===== src/rtl/pow_n_pkg.sv =====
// Shared constants for the arg^N stall-capable pipeline: overflow modes and legal exponent range.
package pow_n_pkg;
    localparam int POW_TRUNC = 0;
    localparam int POW_SAT   = 1;

    localparam int POW_N_MIN = 2;
    localparam int POW_N_MAX = 16;
endpackage


===== src/rtl/pow_n_stage.sv =====
// One multiply stage (stages 2..N): p_k = p_(k-1)*a_(k-1) with sticky overflow; 1 cycle per stage.
// Holds its item while downstream is full; loads whenever empty or draining (bubble collapse).
module pow_n_stage
    import pow_n_pkg::*;
#(
    parameter int W   = 8,
    parameter int SAT = POW_TRUNC
) (
    input  logic         clk,
    input  logic         rst_n,
    input  logic         flush_i,
    input  logic         up_vld_i,
    input  logic [W-1:0] up_arg_i,
    input  logic [W-1:0] up_pw_i,
    input  logic         up_ovf_i,
    input  logic         dn_rdy_i,
    output logic         in_rdy_o,
    output logic         vld_o,
    output logic [W-1:0] arg_o,
    output logic [W-1:0] pw_o,
    output logic         ovf_o
);
    logic           vld_q;
    logic           ovf_q;
    logic           ovf_d;
    logic [W-1:0]   arg_q;
    logic [W-1:0]   pw_q;
    logic [W-1:0]   pw_d;
    logic [2*W-1:0] prod;
    logic           load;

    assign in_rdy_o = ~vld_q | dn_rdy_i;
    assign load     = in_rdy_o & ~flush_i;

    always_comb begin
        prod  = {{W{1'b0}}, up_pw_i} * {{W{1'b0}}, up_arg_i};
        ovf_d = up_ovf_i | (|prod[2*W-1:W]);
        pw_d  = prod[W-1:0];
        if (SAT == POW_SAT && ovf_d) begin
            pw_d = '1;
        end
    end

    // Overflow follows valid so an empty stage never reports a stale flag.
    always_ff @(posedge clk or negedge rst_n) begin
        if (!rst_n) begin
            vld_q <= 1'b0;
            ovf_q <= 1'b0;
        end else if (flush_i) begin
            vld_q <= 1'b0;
            ovf_q <= 1'b0;
        end else if (in_rdy_o) begin
            vld_q <= up_vld_i;
            ovf_q <= up_vld_i & ovf_d;
        end
    end

    always_ff @(posedge clk) begin
        if (load && up_vld_i) begin
            arg_q <= up_arg_i;
            pw_q  <= pw_d;
        end
    end

    assign vld_o = vld_q;
    assign arg_o = arg_q;
    assign pw_o  = pw_q;
    assign ovf_o = ovf_q;
endmodule


===== src/rtl/pow_n_pipe_stall.sv =====
// arg^N through N handshaked stages; N cycles latency, 1 result/cycle, up to N items in flight.
// Ready ripples back from res_rdy so empty stages keep filling while the output is stalled.
module pow_n_pipe_stall
    import pow_n_pkg::*;
#(
    parameter int W   = 8,
    parameter int N   = 5,
    parameter int SAT = POW_TRUNC
) (
    input  logic         clk,
    input  logic         rst_n,
    input  logic         flush,
    input  logic         arg_vld,
    output logic         arg_rdy,
    input  logic [W-1:0] arg,
    output logic         res_vld,
    input  logic         res_rdy,
    output logic [W-1:0] res,
    output logic         res_ovf,
    output logic [N-1:0] stage_vld
);
    if (N < POW_N_MIN || N > POW_N_MAX) begin : g_bad_n
        $error("pow_n_pipe_stall: N out of legal range");
    end

    logic [N-1:0] vld_s;
    logic [N-1:0] ovf_s;
    logic [N-1:0] in_rdy_s;
    logic [N-1:0] out_rdy_s;
    logic [W-1:0] arg_s [N];
    logic [W-1:0] pw_s  [N];
    logic         v1_q;
    logic [W-1:0] a1_q;
    logic [W-1:0] unused_last_arg;

    // Stage 1 only captures: partial power equals the argument, no overflow yet.
    assign in_rdy_s[0] = ~v1_q | out_rdy_s[0];
    assign arg_rdy     = in_rdy_s[0] & ~flush;

    always_ff @(posedge clk or negedge rst_n) begin
        if (!rst_n) begin
            v1_q <= 1'b0;
        end else if (flush) begin
            v1_q <= 1'b0;
        end else if (in_rdy_s[0]) begin
            v1_q <= arg_vld;
        end
    end

    always_ff @(posedge clk) begin
        if (arg_vld && arg_rdy) begin
            a1_q <= arg;
        end
    end

    assign vld_s[0] = v1_q;
    assign arg_s[0] = a1_q;
    assign pw_s[0]  = a1_q;
    assign ovf_s[0] = 1'b0;

    for (genvar k = 0; k < N; k++) begin : g_rdy
        if (k == N - 1) begin : g_last
            assign out_rdy_s[k] = res_rdy;
        end else begin : g_mid
            assign out_rdy_s[k] = in_rdy_s[k+1];
        end
    end

    for (genvar k = 1; k < N; k++) begin : g_stage
        pow_n_stage #(
            .W   (W),
            .SAT (SAT)
        ) u_stage (
            .clk      (clk),
            .rst_n    (rst_n),
            .flush_i  (flush),
            .up_vld_i (vld_s[k-1]),
            .up_arg_i (arg_s[k-1]),
            .up_pw_i  (pw_s[k-1]),
            .up_ovf_i (ovf_s[k-1]),
            .dn_rdy_i (out_rdy_s[k]),
            .in_rdy_o (in_rdy_s[k]),
            .vld_o    (vld_s[k]),
            .arg_o    (arg_s[k]),
            .pw_o     (pw_s[k]),
            .ovf_o    (ovf_s[k])
        );
    end

    // The final stage's argument copy has no consumer and is trimmed in synthesis.
    assign unused_last_arg = arg_s[N-1];

    assign res_vld   = vld_s[N-1];
    assign res       = pw_s[N-1];
    assign res_ovf   = ovf_s[N-1];
    assign stage_vld = vld_s;
endmodule


===== config.mk =====
export PLATFORM = sky130hd
export DESIGN_NAME = pow_n_pipe_stall
export DESIGN_NICKNAME = d
export VERILOG_FILES = /design/src/rtl/pow_n_pkg.sv /design/src/rtl/pow_n_stage.sv /design/src/rtl/pow_n_pipe_stall.sv
export SDC_FILE = /design/constraint.sdc
export NUM_CORES = 1
export LEC_CHECK = 0
export ABC_AREA = 1
export CAP_MARGIN = 20
export CORE_MARGIN = 5
export CORE_UTILIZATION = 47
export CTS_CLUSTER_SIZE = 40
export DETAILED_ROUTE_END_ITERATION = 10
export GPL_TIMING_DRIVEN = 0
export PLACE_DENSITY = 0.72
export SYNTH_ARGS = -nofsm -noshare
export SYNTH_HDL_FRONTEND = slang
export SYNTH_SLANG_ARGS = --single-unit

===== constraint.sdc =====
create_clock -name clk -period 5.9 [get_ports clk]
set_input_delay 0.59 -clock clk [delete_from_list [all_inputs] [get_ports clk]]
set_output_delay 0.59 -clock clk [all_outputs]
set_load 0.01 [all_outputs]

==> results of run 1 <==
[cell usage in the layout (no fill, tap or decap), types with 2 or more instances in the layout]
| master | synthesis | layout |
|---|---|---|
| sky130_fd_sc_hd__or2_4 | 2 | 2 |
| sky130_fd_sc_hd__xnor2_1 | 9 | 9 |
| sky130_fd_sc_hd__inv_1 | 433 | 433 |
| sky130_fd_sc_hd__edfxtp_1 | 60 | 60 |
| sky130_fd_sc_hd__o21bai_1 | 4 | 4 |
| sky130_fd_sc_hd__nor2_2 | 3 | 3 |
| sky130_fd_sc_hd__nand2_1 | 450 | 450 |
| sky130_fd_sc_hd__nand2_2 | 4 | 4 |
| sky130_fd_sc_hd__conb_1 | 2 | 5 |
| sky130_fd_sc_hd__a21oi_1 | 19 | 19 |
| sky130_fd_sc_hd__nand3b_1 | 5 | 5 |
| sky130_fd_sc_hd__o21ai_0 | 6 | 6 |
| sky130_fd_sc_hd__ha_1 | 138 | 138 |
| sky130_fd_sc_hd__xor2_1 | 12 | 12 |
| sky130_fd_sc_hd__buf_4 | 5 | 5 |
| sky130_fd_sc_hd__nand4_1 | 10 | 10 |
| sky130_fd_sc_hd__dfrtp_1 | 9 | 9 |
| sky130_fd_sc_hd__clkinv_2 | 0 | 4 |
| sky130_fd_sc_hd__nand3_1 | 53 | 53 |
| sky130_fd_sc_hd__clkdlybuf4s50_1 | 0 | 27 |
| sky130_fd_sc_hd__clkbuf_16 | 0 | 9 |
| sky130_fd_sc_hd__fa_1 | 130 | 130 |
| sky130_fd_sc_hd__a31oi_1 | 2 | 2 |
| sky130_fd_sc_hd__clkbuf_1 | 46 | 47 |
| sky130_fd_sc_hd__nand3_2 | 5 | 5 |
| sky130_fd_sc_hd__a21o_1 | 2 | 2 |
| sky130_fd_sc_hd__nor2_1 | 76 | 76 |
[cell usage after synthesis]
master	n	share of area [%]
sky130_fd_sc_hd__nor3_1	1	0.045
sky130_fd_sc_hd__a21oi_4	1	0.15
sky130_fd_sc_hd__nor2_1	76	2.6
sky130_fd_sc_hd__dfrtp_1	9	2.0
sky130_fd_sc_hd__inv_1	433	15
sky130_fd_sc_hd__nand3b_1	5	0.34
sky130_fd_sc_hd__a21o_2	1	0.079
sky130_fd_sc_hd__nor2_4	1	0.10
sky130_fd_sc_hd__edfxtp_1	60	16
sky130_fd_sc_hd__xnor2_1	9	0.71
sky130_fd_sc_hd__nor3b_1	1	0.068
sky130_fd_sc_hd__conb_1	2	0.068
sky130_fd_sc_hd__o21ai_0	6	0.27
sky130_fd_sc_hd__nand3_2	5	0.45
sky130_fd_sc_hd__nand2_2	4	0.23
sky130_fd_sc_hd__a31oi_1	2	0.11
sky130_fd_sc_hd__clkbuf_1	46	1.6
sky130_fd_sc_hd__inv_2	1	0.034
sky130_fd_sc_hd__nor2_2	3	0.17
sky130_fd_sc_hd__a21oi_2	1	0.079
sky130_fd_sc_hd__a21oi_1	19	0.86
sky130_fd_sc_hd__nand3_1	53	2.4
sky130_fd_sc_hd__ha_1	138	16
sky130_fd_sc_hd__nand2_1	450	15
sky130_fd_sc_hd__fa_1	130	23
sky130_fd_sc_hd__xor2_1	12	0.95
sky130_fd_sc_hd__a21o_1	2	0.14
sky130_fd_sc_hd__or2_2	1	0.056
sky130_fd_sc_hd__or2_4	2	0.16
sky130_fd_sc_hd__o21bai_1	4	0.27
sky130_fd_sc_hd__nand4_1	10	0.56
sky130_fd_sc_hd__buf_4	5	0.34
[sequential cells by signal (all words and copies together) (netlist names)]
name,flops
a1_q,8
g_stage.u_stage.ovf_o,4
v1_q,1
g_stage.u_stage.pw_o,30
g_stage.u_stage.arg_o,22
g_stage.u_stage.vld_o,4
[worst max-delay path: stages, from the launching register on]
cell	delay [ns]
sky130_fd_sc_hd__edfxtp_1	0.42
sky130_fd_sc_hd__clkbuf_1	0.25
sky130_fd_sc_hd__nand2_1	0.12
sky130_fd_sc_hd__inv_1	0.06
sky130_fd_sc_hd__fa_1	0.53
sky130_fd_sc_hd__inv_1	0.05
sky130_fd_sc_hd__fa_1	0.55
sky130_fd_sc_hd__fa_1	0.42
sky130_fd_sc_hd__fa_1	0.49
sky130_fd_sc_hd__inv_1	0.04
sky130_fd_sc_hd__ha_1	0.37
sky130_fd_sc_hd__nand2_1	0.09
sky130_fd_sc_hd__inv_1	0.09
sky130_fd_sc_hd__nand2_1	0.07
sky130_fd_sc_hd__inv_1	0.05
sky130_fd_sc_hd__nand2_1	0.06
sky130_fd_sc_hd__nand3_1	0.11
sky130_fd_sc_hd__nand2_1	0.07
sky130_fd_sc_hd__nor2_1	0.14
sky130_fd_sc_hd__nand2_1	0.06
sky130_fd_sc_hd__nor2_1	0.08
sky130_fd_sc_hd__nand2_1	0.13
sky130_fd_sc_hd__nand2_1	0.11
sky130_fd_sc_hd__nand2_1	0.07
[worst min path at each step]
stage,end,start,cells after the start
3_5_place_dp,g_stage[3].u_stage.arg_o[2],g_stage[2].u_stage.arg_o[2],0
3_3_place_gp,g_stage[3].u_stage.arg_o[2],g_stage[2].u_stage.arg_o[2],0
6_report,g_stage[1].u_stage.arg_o[2],a1_q[2],0
4_1_cts,g_stage[1].u_stage.arg_o[2],a1_q[2],0
5_1_grt,g_stage[1].u_stage.arg_o[1],a1_q[1],0
2_1_floorplan,g_stage[1].u_stage.ovf_o,rst_n,0
[where the power goes]
part	switching [mW]	internal [mW]	leakage (nW)
clock	0.192	0.322	0.143
combinational	0.880	0.542	6.37
sequential	0.00864	0.560	0.671
total	1.08	1.42	7.18
[metrics by stage]
step | worst slack [ns] | total power, mW
after floorplan | 1.98 | 1.70
after global placement | 1.39 | 1.96
after detailed placement | 1.34 | 2.00
after CTS | 1.31 | 2.52
after global routing | 1.00 | 2.78
final | 1.36 | 2.51
[area by class of cell]
cell class	count	area (um2)
buffer	51	210
clock buffer	10	229
clock inverter	6	53.8
fill	2227	11300
inverter	434	1630
multi-input combinational	942	7230
sequential	69	2030
tap	319	399
timing repair buffer	28	282
[routing by layer]
metal  part of all wire (%)  vias to the layer above
met4                    2.9                        0
met3                    3.2                       40
met2                     51                      155
met1                     43                     4134
met5                      0                        -
li1                       -                     4413
[cell families after synthesis]
group / count (synthesis)
adders and majority gates: 268
xor gates and xnor gates: 21
other: 2
DFF: 69
AOI/OAI and AO/OA: 36
and+or+nand+nor: 612
buffers and inverters: 485
==> metrics.txt, run 1 <==
Reg clk slew, reported paths 0.06 ns; final core utilization 51.7%; number of buffers inserted by port buffering 27; Final TNS setup 0 ns; Vias/cell 4.70; Crit Path Max Fanout 8; Placement Cell Area 0.0118 mm2; number of placement rows 56; final cell count without fillers 1,859; required arrival time at the worst endpoint 6.11 ns; clock tree buffer depth 2; CP startpoint kind flop; fraction of final layout cells sized beyond drive strength 1 2.66%; Detailed Route WL 22,000 um; relative area change from synthesis to final layout 8.84%; Clock Sink Count 69; floorplan die height 164 um; area share of and/or/nand/nor cells after synthesis 22.4%; number of top-level pins 29; Non-Filler Cell Area, Final 0.0121 mm2; total power per unit cell area 208 mW/mm2; shortest period the worst path allows 4.54 ns; Post-Place Cells 1,843; path class of the lowest-slack min-delay path reg2reg; data arrival time at the worst-slack endpoint 4.76 ns; first-pass GRT wire length 39,500 um; Yosys Warn Count 0; antenna diode count 0; largest voltage drop on the vdd net 0.151 mV; Max Clock Freq 0.220 GHz; Mapped Cells 1,493; pin slew with the least headroom to its limit 1.00 ns; full die area 0.0268 mm2; Worst-Skew Late Latency 0.33 ns; largest net degree at the start of global routing 17; kind of critical path reg2reg; master cell of the clock root buffer sky130_fd_sc_hd__clkbuf_16; skew final 0.00603 ns; number of library cell types mapped by synthesis 32; Post-Synth Adder-Cell Area 39.1%; buffers inserted during post-CTS setup optimization 0; global routing's busiest layer met2; met1 track utilization from global routing 22.1%; unrepaired setup endpoints after global routing false; Worst Reg-to-Reg Cells 23; Initial Util 47.5%; number of global-route vias before repair 9,006; Die X-Extent 164 um; detailed placer's ending HPWL 18,900 um; share of the clock period used by the worst path after layout 77.0%; area of the mapped netlist 0.0111 mm2; leakage 7.18 nW; count of final max-slew check failures 0; reg2reg start g_stage[2].u_stage.pw_o[6]; core area 0.0233 mm2; reg-to-reg endpoint g_stage[3].u_stage.ovf_o; antenna violations before repair 0; worst hold slack 0.442 ns; mux cell area share after synthesis 0%; met3 demand-to-capacity share in global routing 2.12%; GRT overflow 0; routability-driven placement congestion ratio 0.875; relative slew slack 33.0%; dominant combinational cell family by area after synthesis adder cells; CTS tree yes; vias after detailed routing 8,742; kind of capture point of the worst setup path flop; Num CTS Buffers 9; Max-Cap Viols 0; synthesized area per cell 7.42 um2; outcome complete, no violations; fraction of the mapped netlist area in compound gates 1.95%; number of gates given a new drive strength after cts 0; xor and xnor fraction of the mapped netlist area 1.66%; share of synthesized area occupied by flip-flops and latches 18.3%; number of remaining DRC errors 0; startpoint of the most critical setup path g_stage[2].u_stage.pw_o[6]; endpoint of the worst setup timing path g_stage[3].u_stage.ovf_o; reg-to-reg slack, setup 1.36 ns; GRT Total Usage 17.7%; met2 routing resource usage after global routing 32.1%; layout net count 1,816; CTS H-tree depth 3; average detailed-routed wire length per instance 11.8 um; final-report setup violation count 0; Post-DRT Antenna Nets 0; Hold Vio Cnt, Final 0; flops & latches, synth 69; first-pass detailed-route iteration total 5; number of hold-repair buffers added at the cts stage 0; count of routing violations after the opening detailed-route iteration 438
Note: power is estimated with default switching activity, not from simulation.
==> run 2: changes to the inputs <==
==> constraint.sdc (replaced) <==
create_clock -name clk -period 4.22 [get_ports clk]
set_input_delay 0.422 -clock clk [delete_from_list [all_inputs] [get_ports clk]]
set_output_delay 0.422 -clock clk [all_outputs]
set_load 0.01 [all_outputs]
==> metrics.txt, run 2 (same netlist as run 1, synthesis figures left out) <==
Placement Cell Area 0.0118 mm2; global routing's busiest layer met2; Num CTS Buffers 9; number of remaining DRC errors 0; first-pass detailed-route iteration total 5; Vias/cell 4.74; antenna diode count 0; full die area 0.0268 mm2; master cell of the clock root buffer sky130_fd_sc_hd__clkbuf_16; Crit Path Max Fanout 6; kind of critical path reg2reg; fraction of final layout cells sized beyond drive strength 1 12.3%; leakage 7.50 nW; number of top-level pins 29; pin slew with the least headroom to its limit 1.02 ns; Initial Util 47.5%; sequential standard cell area 0.00203 mm2; count of final max-slew check failures 0; Detailed Route WL 23,300 um; final-report setup violation count 0; CP startpoint kind flop; flip-flop count of the largest register, all copies and words added 30; number of placement rows 56; vias after detailed routing 8,972; number of buffers inserted by port buffering 27; Non-Filler Cell Area, Final 0.0128 mm2; number of fill cells in the layout 2,091; CTS H-tree depth 3; shortest period the worst path allows 4.20 ns; path class of the lowest-slack min-delay path in2async; unrepaired setup endpoints after global routing true; floorplan die height 164 um; Worst Reg-to-Reg Cells 21; Post-DRT Antenna Nets 0; relative area change from synthesis to final layout 15.8%; data arrival time at the worst-slack endpoint 4.42 ns; met2 routing resource usage after global routing 32.7%; core area 0.0233 mm2; largest net degree at the start of global routing 17; GRT Total Usage 18.0%; routability-driven placement congestion ratio 0.875; worst hold slack 0.399 ns; multi-input combinational cell area 0.00757 mm2; Worst-Skew Late Latency 0.33 ns; count of routing violations after the opening detailed-route iteration 445; largest voltage drop on the vdd net 0.227 mV; outcome complete, no violations; antenna violations before repair 0; detailed placer's ending HPWL 18,900 um; Max Clock Freq 0.238 GHz; skew final 0.00697 ns; first-pass GRT wire length 40,000 um; Reg clk slew, reported paths 0.06 ns; CTS tree yes; met3 demand-to-capacity share in global routing 2.14%; share of the clock period used by the worst path after layout 99.6%; total power per unit cell area 301 mW/mm2; commonest cells after routing, fill and taps aside 422 x sky130_fd_sc_hd__inv_1, 422 x sky130_fd_sc_hd__nand2_1, 127 x sky130_fd_sc_hd__fa_1; Hold Vio Cnt, Final 0; clock tree buffer depth 2; Max-Cap Viols 0; relative slew slack 32.1%; GRT overflow 0; layout net count 1,849; average detailed-routed wire length per instance 12.3 um; Clock Sink Count 69; met1 track utilization from global routing 22.5%; required arrival time at the worst endpoint 4.43 ns; number of global-route vias before repair 9,099; kind of capture point of the worst setup path flop; Die X-Extent 164 um
[run 2: layout make-up]
class / count / area share, %
Inverter: 434 / 12.7
Tap cell: 319 / 3.11
Multi-Input combinational cell: 942 / 59.0
Buffer: 25 / 1.47
Sequential cell: 69 / 15.8
Clock inverter: 6 / 0.419
Timing Repair Buffer: 87 / 5.70
Clock buffer: 10 / 1.78
[run 2: worst paths after layout]
path	start	to	slack (ns)
setup / recovery	g_stage[2].u_stage.pw_o[4]	g_stage[3].u_stage.ovf_o	0.02
hold / removal	rst_n	g_stage[4].u_stage.vld_o	0.40
setup reg to reg	g_stage[2].u_stage.pw_o[4]	g_stage[3].u_stage.ovf_o	0.02
hold reg to reg	a1_q[1]	g_stage[1].u_stage.arg_o[1]	0.44
max in group asynchronous	rst_n	g_stage[3].u_stage.vld_o	3.52
min in group clk	a1_q[1]	g_stage[1].u_stage.arg_o[1]	0.44
[run 2: repair_timing]
action,4_1_cts,5_1_grt
gates cloned,0,0
endpoints found under the setup margin,4,4
pin swaps,10,39
hold buffers,0,0
gates resized for setup,45,96
buffers inserted,16,43
[run 2: critical path: stages (launching register included)]
cell and delay [ns]:
sky130_fd_sc_hd__edfxtp_1 0.51, sky130_fd_sc_hd__buf_4 0.19, sky130_fd_sc_hd__nand2_1 0.05, sky130_fd_sc_hd__inv_1 0.04, sky130_fd_sc_hd__fa_1 0.47, sky130_fd_sc_hd__inv_1 0.05, sky130_fd_sc_hd__fa_1 0.50, sky130_fd_sc_hd__fa_2 0.44
sky130_fd_sc_hd__fa_1 0.50, sky130_fd_sc_hd__inv_2 0.05, sky130_fd_sc_hd__ha_4 0.29, sky130_fd_sc_hd__nand2_2 0.06, sky130_fd_sc_hd__nor2_1 0.16, sky130_fd_sc_hd__nand2_1 0.10, sky130_fd_sc_hd__nand3_1 0.08, sky130_fd_sc_hd__nand2_1 0.06
sky130_fd_sc_hd__nor2_2 0.10, sky130_fd_sc_hd__nand2_1 0.07, sky130_fd_sc_hd__nor2_2 0.12, sky130_fd_sc_hd__nand2_2 0.11, sky130_fd_sc_hd__nand2_2 0.08, sky130_fd_sc_hd__nand2_1 0.06
[run 2: metrics by stage]
stage	power, mW	setup WS (ns)	util, %	instances	setup TNS (ns)
6_report	3.87	0.0181	55.0	1892	0
5_1_grt	4.25	-0.163	55.0	1892	-0.458
4_1_cts	3.63	0.00468	52.6	1850	0
3_5_place_dp	2.80	-0.344	50.5	1843	-1.06
3_3_place_gp	2.75	-0.289	50.4	1842	-0.795
2_1_floorplan	2.38	0.305	-	1496	0
[run 2: power by group]
part	internal (mW)	switching, mW	leakage, nW	total (mW)
Clock	0.451	0.267	0.143	0.717
Sequential	0.784	0.0245	0.671	0.808
Combinational	0.969	1.37	6.68	2.34
Total	2.20	1.66	7.50	3.87
[run 2: per-layer routing]
metal | wire, um | part of all wire [%]
met5 | 0 | 0
met4 | 642 | 2.8
met2 | 12100 | 52
met1 | 9920 | 43
met3 | 638 | 2.7
==> run 3: changes to the inputs <==
--- a/config.mk
+++ b/config.mk
@@ -7,12 +7,14 @@
 export LEC_CHECK = 0
 export ABC_AREA = 1
 export CAP_MARGIN = 20
+export CORE_ASPECT_RATIO = 1.5
 export CORE_MARGIN = 5
-export CORE_UTILIZATION = 47
+export CORE_UTILIZATION = 56
 export CTS_CLUSTER_SIZE = 40
 export DETAILED_ROUTE_END_ITERATION = 10
 export GPL_TIMING_DRIVEN = 0
-export PLACE_DENSITY = 0.72
+export PLACE_DENSITY = 0.82
+export RECOVER_POWER = 100
 export SYNTH_ARGS = -nofsm -noshare
 export SYNTH_HDL_FRONTEND = slang
 export SYNTH_SLANG_ARGS = --single-unit
==> metrics.txt, run 3 (same netlist as run 1, synthesis figures left out) <==
outcome complete, but fails checks; failing checks negative setup slack; number of buffer and inverter stages on the critical path 4; final cell count without fillers 1,836; CTS tree yes; Crit path largest cell delay 0.57 ns; pin slew with the least headroom to its limit 0.872 ns; final core utilization 65.0%; worst setup slack after layout -0.0464 ns; layout net count 1,852; multi-input combinational cell area 0.00757 mm2; worst slack, placed -0.436 ns; number of top-level pins 29; Vias/cell 5.06; fraction of final layout cells sized beyond drive strength 1 11.6%; endpoint of the worst setup timing path g_stage[3].u_stage.ovf_o; core area 0.0196 mm2; path class of the lowest-slack min-delay path in2async; number of placement rows 63; largest net degree at the start of global routing 17; Max-Cap Viols 0; number of global-route vias before repair 9,822; Die X-Extent 125 um; GRT overflow 0; worst hold slack 0.441 ns; number of remaining DRC errors 0; floorplan die height 182 um; master cell of the clock root buffer sky130_fd_sc_hd__clkbuf_16; average detailed-routed wire length per instance 13.9 um; detailed placer's ending HPWL 19,200 um; Detailed Route WL 25,500 um; number of fill cells in the layout 1,497; total power per unit cell area 312 mW/mm2; data arrival time at the worst-slack endpoint 4.50 ns; kind of critical path reg2reg; Post-DRT Antenna Nets 0; first-pass detailed-route iteration total 5; Critical-path top delay cell sky130_fd_sc_hd__fa_1; final-report setup violation count 2; routability-driven placement congestion ratio 0.893; shortest period the worst path allows 4.27 ns; Hold Vio Cnt, Final 0; share of the clock period used by the worst path after layout 101%; first-pass GRT wire length 41,800 um; kind of capture point of the worst setup path flop; Clock Sink Count 69; largest voltage drop on the vdd net 0.309 mV; reg-to-reg endpoint g_stage[3].u_stage.ovf_o; unrepaired setup endpoints after global routing true; startpoint of the most critical setup path g_stage[2].u_stage.pw_o[3]; reg2reg start g_stage[2].u_stage.pw_o[3]; flip-flop count of the largest register, all copies and words added 30; GRT Total Usage 22.4%; sequential standard cell area 0.00203 mm2; clock tree buffer depth 2; required arrival time at the worst endpoint 4.46 ns; Worst-Skew Late Latency 0.35 ns; cell mode on critical path sky130_fd_sc_hd__nand2_1; reg-to-reg slack, setup -0.05 ns; Reg clk slew, reported paths 0.06 ns; commonest cells after routing, fill and taps aside 422 x sky130_fd_sc_hd__inv_1, 419 x sky130_fd_sc_hd__nand2_1, 128 x sky130_fd_sc_hd__fa_1; full die area 0.0228 mm2; Crit Path Max Fanout 6; number of buffers inserted by port buffering 27; Initial Util 56.5%; category of cells accounting for the largest share of critical-path delay adder cells; CP startpoint kind flop; Max Clock Freq 0.234 GHz; antenna diode count 0; vias after detailed routing 9,282; Worst Reg-to-Reg Cells 22; leakage 7.54 nW; most frequent standard cell in the layout excluding fill and tap cells sky130_fd_sc_hd__inv_1; Num CTS Buffers 9; antenna violations before repair 0; skew final 0.0114 ns; relative slew slack 41.9%; CTS H-tree depth 3; cell breakdown of the critical path buf_6 -> nand2_4 -> fa_1 -> fa_1 -> fa_1 -> fa_1 -> inv_2 -> ha_4 -> nand2_4 -> inv_2 -> nand2_2 -> nand2_2 -> inv_2 -> nand2_1 -> nand2_1 -> nand2_1 -> nor2_1 -> nand2_1 -> nor2_2 -> nand2_2 -> nand2_2 -> nand2_1; count of routing violations after the opening detailed-route iteration 377; relative area change from synthesis to final layout 15.1%; path length in cells of the critical path 22; Post-Place Cells 1,785; count of final max-slew check failures 0; PnR Total Power 3.97 mW
[run 3: cell types whose count changed in the layout (fill, tap and decap cells not counted), sizes merged, moves of 3 or more]
cell,change
buf,-19
clkbuf,+24
clkdlybuf4s50,-26
clkinv,-4
dlygate4sd3,+26
inv,+3
[run 3: through the flow]
| step | TNS, ns | instance area, um2 |
|---|---|---|
| floorplan | 0 | 11100 |
| global placement | -0.619 | 11700 |
| detailed placement | -0.873 | 11700 |
| CTS | 0 | 12300 |
| global route | -0.853 | 12800 |
| finish | -0.0667 | 12800 |
[run 3: area by class of cell]
cell class | count | area share [%]
buffer | 24 | 1.42
clock buffer | 12 | 2.10
clock inverter | 4 | 0.206
inverter | 434 | 12.8
multi-input combinational | 942 | 59.4
sequential | 69 | 15.9
tap | 260 | 2.55
timing repair buffer | 91 | 5.68
[run 3: layer usage]
metal  vias up  share of wire [%]  global-route usage (%)
li1       4480                  -                       -
met1      4397                 33                    20.6
met2       284                 56                    44.4
met3       121                3.7                    3.34
met4         0                7.0                    15.0
met5         -                  0                       0
[run 3: worst min-delay path by stage]
stage	cells after the start	slack (ns)	endpoint
floorplan	0	0.13	g_stage[1].u_stage.ovf_o
global placement	0	0.43	g_stage[3].u_stage.arg_o[4]
detailed placement	0	0.44	g_stage[3].u_stage.arg_o[4]
CTS	1	0.38	g_stage[4].u_stage.vld_o
global route	0	0.47	g_stage[1].u_stage.arg_o[6]
finish	1	0.44	g_stage[4].u_stage.vld_o
[run 3: worst register-to-register path: cells and delay by family, from the launching register on]
kind | cells | cell delay (ns)
DFF | 1 | 0.56
adders and majority gates | 5 | 2.38
buffers and inverters | 4 | 0.33
and+or+nand+nor | 13 | 0.90
[run 3: report_power, final]
part / switching, mW / internal, mW
Sequential: 0.0266 / 0.784
Combinational: 1.44 / 0.983
Clock: 0.293 / 0.451
Total: 1.76 / 2.22
[run 3: timing repair]
action | in CTS | in global routing
hold buffers | 0 | 0
pin swaps | 16 | 37
gates resized for setup | 41 | 84
setup endpoints to repair | 4 | 4
buffers inserted | 23 | 39
